===== src/rtl/countdown_unit.sv =====
// Loadable down-counter feeding an external zero comparator; start/ready handshake,
// one-cycle done pulse and step count for the processor controller.
module countdown_unit #(
  parameter int unsigned WIDTH = 8
) (
  input  logic             clk,
  input  logic             rst,
  input  logic             start,
  input  logic [WIDTH-1:0] load_val,
  input  logic             step_en,
  input  logic             abort,
  input  logic             z,
  output logic [WIDTH-1:0] count,
  output logic             ready,
  output logic             busy,
  output logic             done,
  output logic [WIDTH-1:0] steps
);

  typedef enum logic [1:0] {
    S_IDLE = 2'd0,
    S_RUN  = 2'd1,
    S_DONE = 2'd2
  } state_e;

  localparam logic [WIDTH-1:0] ONE = WIDTH'(1);

  state_e           state_q, state_d;
  logic [WIDTH-1:0] count_q, count_d;
  logic [WIDTH-1:0] steps_q, steps_d;
  logic             ready_q, busy_q, done_q;

  // z comes from the external comparator of count_q; it is tested before any
  // decrement, so the counter can never wrap below zero.
  always_comb begin
    state_d = state_q;
    count_d = count_q;
    steps_d = steps_q;
    unique case (state_q)
      S_IDLE: begin
        if (start) begin
          count_d = load_val;
          steps_d = '0;
          state_d = S_RUN;
        end
      end
      S_RUN: begin
        if (abort) begin
          state_d = S_IDLE;
        end else if (z) begin
          state_d = S_DONE;
        end else if (step_en) begin
          count_d = count_q - ONE;
          steps_d = steps_q + ONE;
        end
      end
      S_DONE: begin
        state_d = S_IDLE;
      end
      default: begin
        state_d = S_IDLE;
      end
    endcase
  end

  // Status flags are registered from the next state so they remain pure
  // functions of the state register with no input-to-output path.
  always_ff @(posedge clk) begin
    if (rst) begin
      state_q <= S_IDLE;
      count_q <= '0;
      steps_q <= '0;
      ready_q <= 1'b1;
      busy_q  <= 1'b0;
      done_q  <= 1'b0;
    end else begin
      state_q <= state_d;
      count_q <= count_d;
      steps_q <= steps_d;
      ready_q <= (state_d == S_IDLE);
      busy_q  <= (state_d == S_RUN);
      done_q  <= (state_d == S_DONE);
    end
  end

  assign count = count_q;
  assign steps = steps_q;
  assign ready = ready_q;
  assign busy  = busy_q;
  assign done  = done_q;

endmodule

===== config.mk =====
export PLATFORM = sky130hd
export DESIGN_NAME = countdown_unit
export DESIGN_NICKNAME = d
export VERILOG_FILES = /design/src/rtl/countdown_unit.sv
export SDC_FILE = /design/constraint.sdc
export NUM_CORES = 1
export LEC_CHECK = 0
export ABC_AREA = 0
export CORE_MARGIN = 2
export CORE_UTILIZATION = 45
export DETAILED_ROUTE_END_ITERATION = 16
export PLACE_DENSITY = 0.75
export SYNTH_ARGS = -nofsm -noshare
export SYNTH_HDL_FRONTEND = slang
export SYNTH_SLANG_ARGS = --single-unit

===== constraint.sdc =====
create_clock -name clk -period 1.6 [get_ports clk]
set_input_delay 0.16 -clock clk [delete_from_list [all_inputs] [get_ports clk]]
set_output_delay 0.16 -clock clk [all_outputs]
set_load 0.05 [all_outputs]

==> Word level (Yosys, flattened, before mapping) <==
Index checks and enable logic that the tools add are counted.
{ "word_totals": {"ram_bits": 0, "romBits": 0, "inputBits": 14, "n_memories": 0, "out_inout_bits": 19, "reg_bits": 21, "latch_bits": 0, "elab_cells": 33} }
{ "classes": {"n_bitwise": 0, "eq_ne": 7, "reduce_logical": 4, "n_div": 0, "addsub": 2, "n_mux": 14, "magnitude_cmp": 0, "multipliers": 0, "n_shift": 0} }
{ "op_table": {"columns": ["cell", "n"], "rows": [
  ["$mux W8", 8],
  ["$pmux W8 S2", 2],
  ["$add A8 B1 Y8 const B", 1],
  ["$ne A2 B2 Y1 const B", 4],
  ["$sub A8 B1 Y8 const B", 1],
  ["$mux W2", 3],
  ["$reduce_and A5 Y1", 1],
  ["$eq A2 B1 Y1 const B", 2],
  ["$logic_not A2 Y1", 2],
  ["$pmux W2 S2", 1],
  ["$eq A2 B2 Y1 const B", 1],
  ["$reduce_bool A2 Y1", 1]
]} }

==> Longest topological paths before layout <==
{ "logic_depth": {"ltp_word": 5, "ltp_mapped": 6, "mapped_depth_nobuf": 6} }

==> Least setup slack after synthesis <==
No wires, ideal clock.
{ "synth_path": {"path_kind": "reg-to-reg", "startpoint": "register count_q[0], in the netlist count[0]", "endpoint": "register count_q[4], in the netlist count[4]", "t_required_ps": 1468, "setup_ps": 132, "synth_period_minus_slack_ps": 1701, "setup_slack_ps": -101, "t_arrival_ps": 1568, "path_stages_with_launch": 7, "cell_sequence": "dfxtp_1 inv_1 ha_1 nor3b_1 nor3b_1 o21ai_0 a21oi_1"} }
{ "synth_between": {"elab_chain_len": 5} }
{ "synth_rtl": {"columns": ["item", "line_no", "source"], "rows": [
  ["from (decl)", "29", "logic [WIDTH-1:0] count_q, count_d;"],
  ["from (signal assigned)", "78", "count_q <= count_d;"],
  ["$sub A8 B1 Y8", "53", "count_d = count_q - ONE;"],
  ["$mux W8", "52", "end else if (step_en) begin"],
  ["$mux W8", "50", "end else if (z) begin"],
  ["$mux W8", "48", "if (abort) begin"],
  ["$pmux W8 S2", "39", "unique case (state_q)"]
]} }
No other way between the ends. The select of a mux whose other input is x is not followed.
A chain may end at the register's enable or synchronous reset.

==> Worst setup path in the final report <==
{ "layout_path": {"startpoint": "register state_q[0]", "endpoint": "register count_q[1], in the netlist count[1]"} }
{ "layout_between": {"elab_chain_len": 3, "elab_cells_between_ends": 9} }
{ "layout_rtl": {"columns": ["item", "line_no", "source"], "rows": [
  ["from (decl)", "28", "state_e state_q, state_d;"],
  ["from (signal assigned)", "77", "state_q <= state_d;"],
  ["$eq A2 B1 Y1 / $logic_not A2 Y1 (equally long branches)", "39", null],
  ["$ne A2 B2 Y1 (no line) / $reduce_bool A2 Y1 (equally long branches)", null, null],
  ["$reduce_and A5 Y1 (no line)", null, null]
]} }
Parallel ways exist; a longest one is shown, timed or not.

==> results <==
- The area of the core region is 2230 um2.
- The number of vias after detailed routing is between 1000 and 1500.
- At the pin with the least slew margin, the transition time is roughly 480 ps.
- Row generation in the floorplan step produced 17 rows.
- The die outline width is about 53 um.
- Dividing the detail-routed via count by the number of cells gives roughly 5.2.
- The count of nets left with antenna violations once routing finished came out at 0.
- The filler cell count in the final layout is approximately 210.
- The TritonCTS clock tree is built.
- The type of the setup path with the least slack is reg2reg.
- The max-cap violation count is 0.
- The number of remaining DRC errors is 0.
- The initial antenna violation count is 0.
- The worst-case vdd ir drop is about 0.00055 V.
- Post-CTS repair changed the size of 0 cells.
- The cell type with the highest aggregate area in the netlist is sky130_fd_sc_hd__dfxtp_1.
- The average instance in the mapped netlist occupies 8.62 um2.
- The floorplan die area is ~2800 um2.
- The sink count of the clock tree is 21.
- The type of the most critical hold path is in2reg.
- The total nets after synthesis is between 100 and 150.
- The headroom to the max-slew limit is 0.679.
- The final max-slew violation count came to 0.
- The area overhead of the layout relative to synthesis is 38.3%.
- 33 I/O pins were placed.
- The average wire length per cell after detail routing is ~13 um.
- The total detailed-routing wirelength is ~2500 um.
- The final-report hold violation count came to 0.
- For this run, the post-layout net count is approximately 180.
- Data arrives at the worst endpoint at 1670 ps.
- The primary flip-flop cell chosen by synthesis mapping is sky130_fd_sc_hd__dfxtp_1.
- The final total power is 1.17 mW.
- The combined area of all synthesized cells is ~1100 um2.
- In this run the number of H-tree levels came out at 1.
- The share of the Yosys chip area taken by registers is 0.390.
- The count of cell types in the netlist is 31.
- 0 antenna diodes ended up in the layout.
- The root buffer cell chosen for the clock tree is sky130_fd_sc_hd__clkbuf_4.
- The type of origin of the critical path is a flip-flop.
- The share of synthesized area in the top cell type comes to 0.390.
- Counting I/O delays and the setup requirement, the final critical path takes around 1500 ps.
- During synthesis, Yosys emitted a total of 0 warnings.
- The ratio of total power to cell area is between 700 and 800 nW/um2.
- The most common cell type on the critical path is sky130_fd_sc_hd__a211oi_1.
- Walking the worst path, the cells encountered are nand4bb_1 -> buf_4 -> a21o_2 -> a211oi_1 -> a211oi_1.
- Global routing finished with a remaining overflow of 0.
- The final setup violation count is 0.
- The maximum frequency from static timing analysis is between 600 and 700 MHz.
- Yosys mapped a number of flops with a built-in enable equal to 0.
- Entering global routing, the biggest net connects 14 pins.
- The vertical die dimension is between 50 and 60 um.
- Clock-pin slew was measured on the worst setup and hold paths at roughly 120 ps.
- The count of routing violations after the opening detailed-route iteration is 10.
- The data required time of the worst path is 1800 ps.
- Of the cells placed in the final design, the portion with a size suffix greater than 1 is 0.265.
- The worst-case hold slack is 498 ps.
- At the later pin of the worst-skew pair, clock insertion delay measures 310 ps.
- Across the routed clock network, the largest skew measured is ~6.7 ps.
- The run finished with clean final reports.
- The cell type of the slowest stage on the worst timing path is sky130_fd_sc_hd__dfxtp_1.
- TritonCTS created 3 clock buffers.
- The number of hold-repair buffers added at the cts stage is 0.
- The half-perimeter wire length of the detailed placement result is around 2000 um.
- By area the synthesized netlist is led by sky130_fd_sc_hd__dfxtp_1 39%, sky130_fd_sc_hd__a211oi_1 6.3%, sky130_fd_sc_hd__a21oi_1 5.6%.
- Counting flops with an async set or reset pin after synthesis yields a share of 0.
- The count of buffers added on input and output ports is 32.
- The sort of element at the end of the critical path is a flip-flop.
- Synthesis handed over a netlist of between 100 and 150 instances.
- In the global route stage, overall resource usage came out at 0.212.
- For this run, the slowest stage of the critical path takes 450 ps.
- Setup repair after global routing left no endpoint under its margin.
- The global-route wire length before repair is 4320 um.
- The final clock period utilization by the worst path is 0.914.
- The via count of the first global-routing pass is approximately 990.
- The total iterations of the first detailed-routing run is 3.
- Synthesis inferred 21 register bits.
- Along the worst path, the maximum fanout reaches 12.
- Routability-driven placement finished with a final weighted congestion of 0.785.
- For this configuration, the core starts out at a cell density of 0.482.
- In this run the deepest clock path goes through 2 buffers.
- The leakage power is roughly 0.57 nW.
- Post-CTS timing repair inserted 0 buffers for setup.
[cell usage after synthesis (all sizes together) (3+ instances only)]
master / number
dfxtp: 21
nor2: 14
a21oi: 13
a211oi: 9
nand2: 8
o21ai: 7
nand3: 6
xnor2: 6
buf: 5
nand2b: 5
inv: 4
a21o: 3
[placed cells by master, fill, tap and decap left out]
| master | n |
|---|---|
| sky130_fd_sc_hd__a211o_1 | 1 |
| sky130_fd_sc_hd__nand2_1 | 8 |
| sky130_fd_sc_hd__nor3_1 | 2 |
| sky130_fd_sc_hd__o21ai_0 | 6 |
| sky130_fd_sc_hd__and2_1 | 1 |
| sky130_fd_sc_hd__xor2_1 | 1 |
| sky130_fd_sc_hd__nand4b_1 | 2 |
| sky130_fd_sc_hd__buf_12 | 1 |
| sky130_fd_sc_hd__nor3b_2 | 1 |
| sky130_fd_sc_hd__nand3b_1 | 1 |
| sky130_fd_sc_hd__dfxtp_1 | 19 |
| sky130_fd_sc_hd__a21oi_1 | 12 |
| sky130_fd_sc_hd__inv_1 | 4 |
| sky130_fd_sc_hd__clkbuf_4 | 3 |
| sky130_fd_sc_hd__a21oi_2 | 1 |
| sky130_fd_sc_hd__nor2_1 | 14 |
| sky130_fd_sc_hd__clkbuf_1 | 1 |
| sky130_fd_sc_hd__a2111oi_4 | 1 |
| sky130_fd_sc_hd__a21o_1 | 2 |
| sky130_fd_sc_hd__a21o_2 | 1 |
| sky130_fd_sc_hd__nand2b_1 | 5 |
| sky130_fd_sc_hd__o21bai_1 | 1 |
| sky130_fd_sc_hd__nor3b_1 | 1 |
| sky130_fd_sc_hd__xnor2_1 | 6 |
| sky130_fd_sc_hd__clkdlybuf4s50_1 | 13 |
| sky130_fd_sc_hd__nor4b_1 | 1 |
| sky130_fd_sc_hd__a211oi_1 | 9 |
| sky130_fd_sc_hd__buf_4 | 30 |
| sky130_fd_sc_hd__nor4b_2 | 1 |
| sky130_fd_sc_hd__nor4_2 | 1 |
| sky130_fd_sc_hd__ha_1 | 2 |
| sky130_fd_sc_hd__o21ai_1 | 1 |
| sky130_fd_sc_hd__nand3_1 | 6 |
| sky130_fd_sc_hd__nand4bb_1 | 1 |
| sky130_fd_sc_hd__dfxtp_4 | 1 |
| sky130_fd_sc_hd__mux2_2 | 2 |
| sky130_fd_sc_hd__nor2b_1 | 2 |
| sky130_fd_sc_hd__dfxtp_2 | 1 |
[layout make-up]
class,instances,area [um2],area share
Sequential cell,21,425,0.285
Clock buffer,4,26.3,0.0176
Tap cell,28,35.0,0.0235
Timing Repair Buffer,44,375,0.252
Inverter,4,15.0,0.0101
Multi-Input combinational cell,93,613,0.411
[layer usage]
layer | share of wire | GRT usage
met5 | 0 | 0
met4 | 0.021 | 0.107
met3 | 0.038 | 0.0339
met2 | 0.48 | 0.371
met1 | 0.46 | 0.248
[worst max-delay path, delay by kind of cell (launching register included)]
| family | cells | cell delay (ps) |
|---|---|---|
| compound gates | 3 | 600 |
| buf+inv | 1 | 180 |
| flops | 1 | 450 |
| simple gates | 1 | 130 |
[metrics by stage]
stage	cells	setup TNS (ps)	area (um2)	utilization	setup slack (ps)
after CTS	194	0	1480	0.663	91.2
after global routing	194	0	1490	0.667	19.4
after floorplan	125	0	1080	-	1.91
after global placement	190	-333	1460	0.652	-58.3
final	194	0	1490	0.667	137
after detailed placement	190	-792	1460	0.652	-147
[path summary, 6_finish.rpt]
| check | start | slack (ps) | cells after the start | end |
|---|---|---|---|---|
| hold reg to reg | steps[1] | 510 | 2 | steps[1] |
| setup reg to reg | state_q[0] | 140 | 5 | count[1] |
| hold / removal | load_val[6] | 500 | 4 | count[6] |
| setup / recovery | state_q[0] | 140 | 5 | count[1] |
[power by group]
group,total (mW),internal [mW],switching [mW]
clock network,0.262,0.0973,0.165
logic,0.331,0.145,0.185
registers,0.574,0.547,0.0265
[flip-flops by register name (all words and copies together), names as in the netlist]
name and cells:
state_q 2, done 1, ready 1, count 8
steps 8, busy 1
[cell families (layout without fill, tap and decap cells)]
group                    Yosys count  after routing  share of synthesized area
flip-flops                        21             21                      0.390
adder cells (fa/ha/maj)            2              2                     0.0232
buffers and inverters             11             52                     0.0465
XOR/XNOR                           7              7                     0.0569
multiplexers                       2              2                     0.0209
AO/OA/AOI/OAI                     35             35                      0.221
AND/OR/NAND/NOR                   47             47                      0.242
Note: power is estimated with default switching activity, not from simulation.
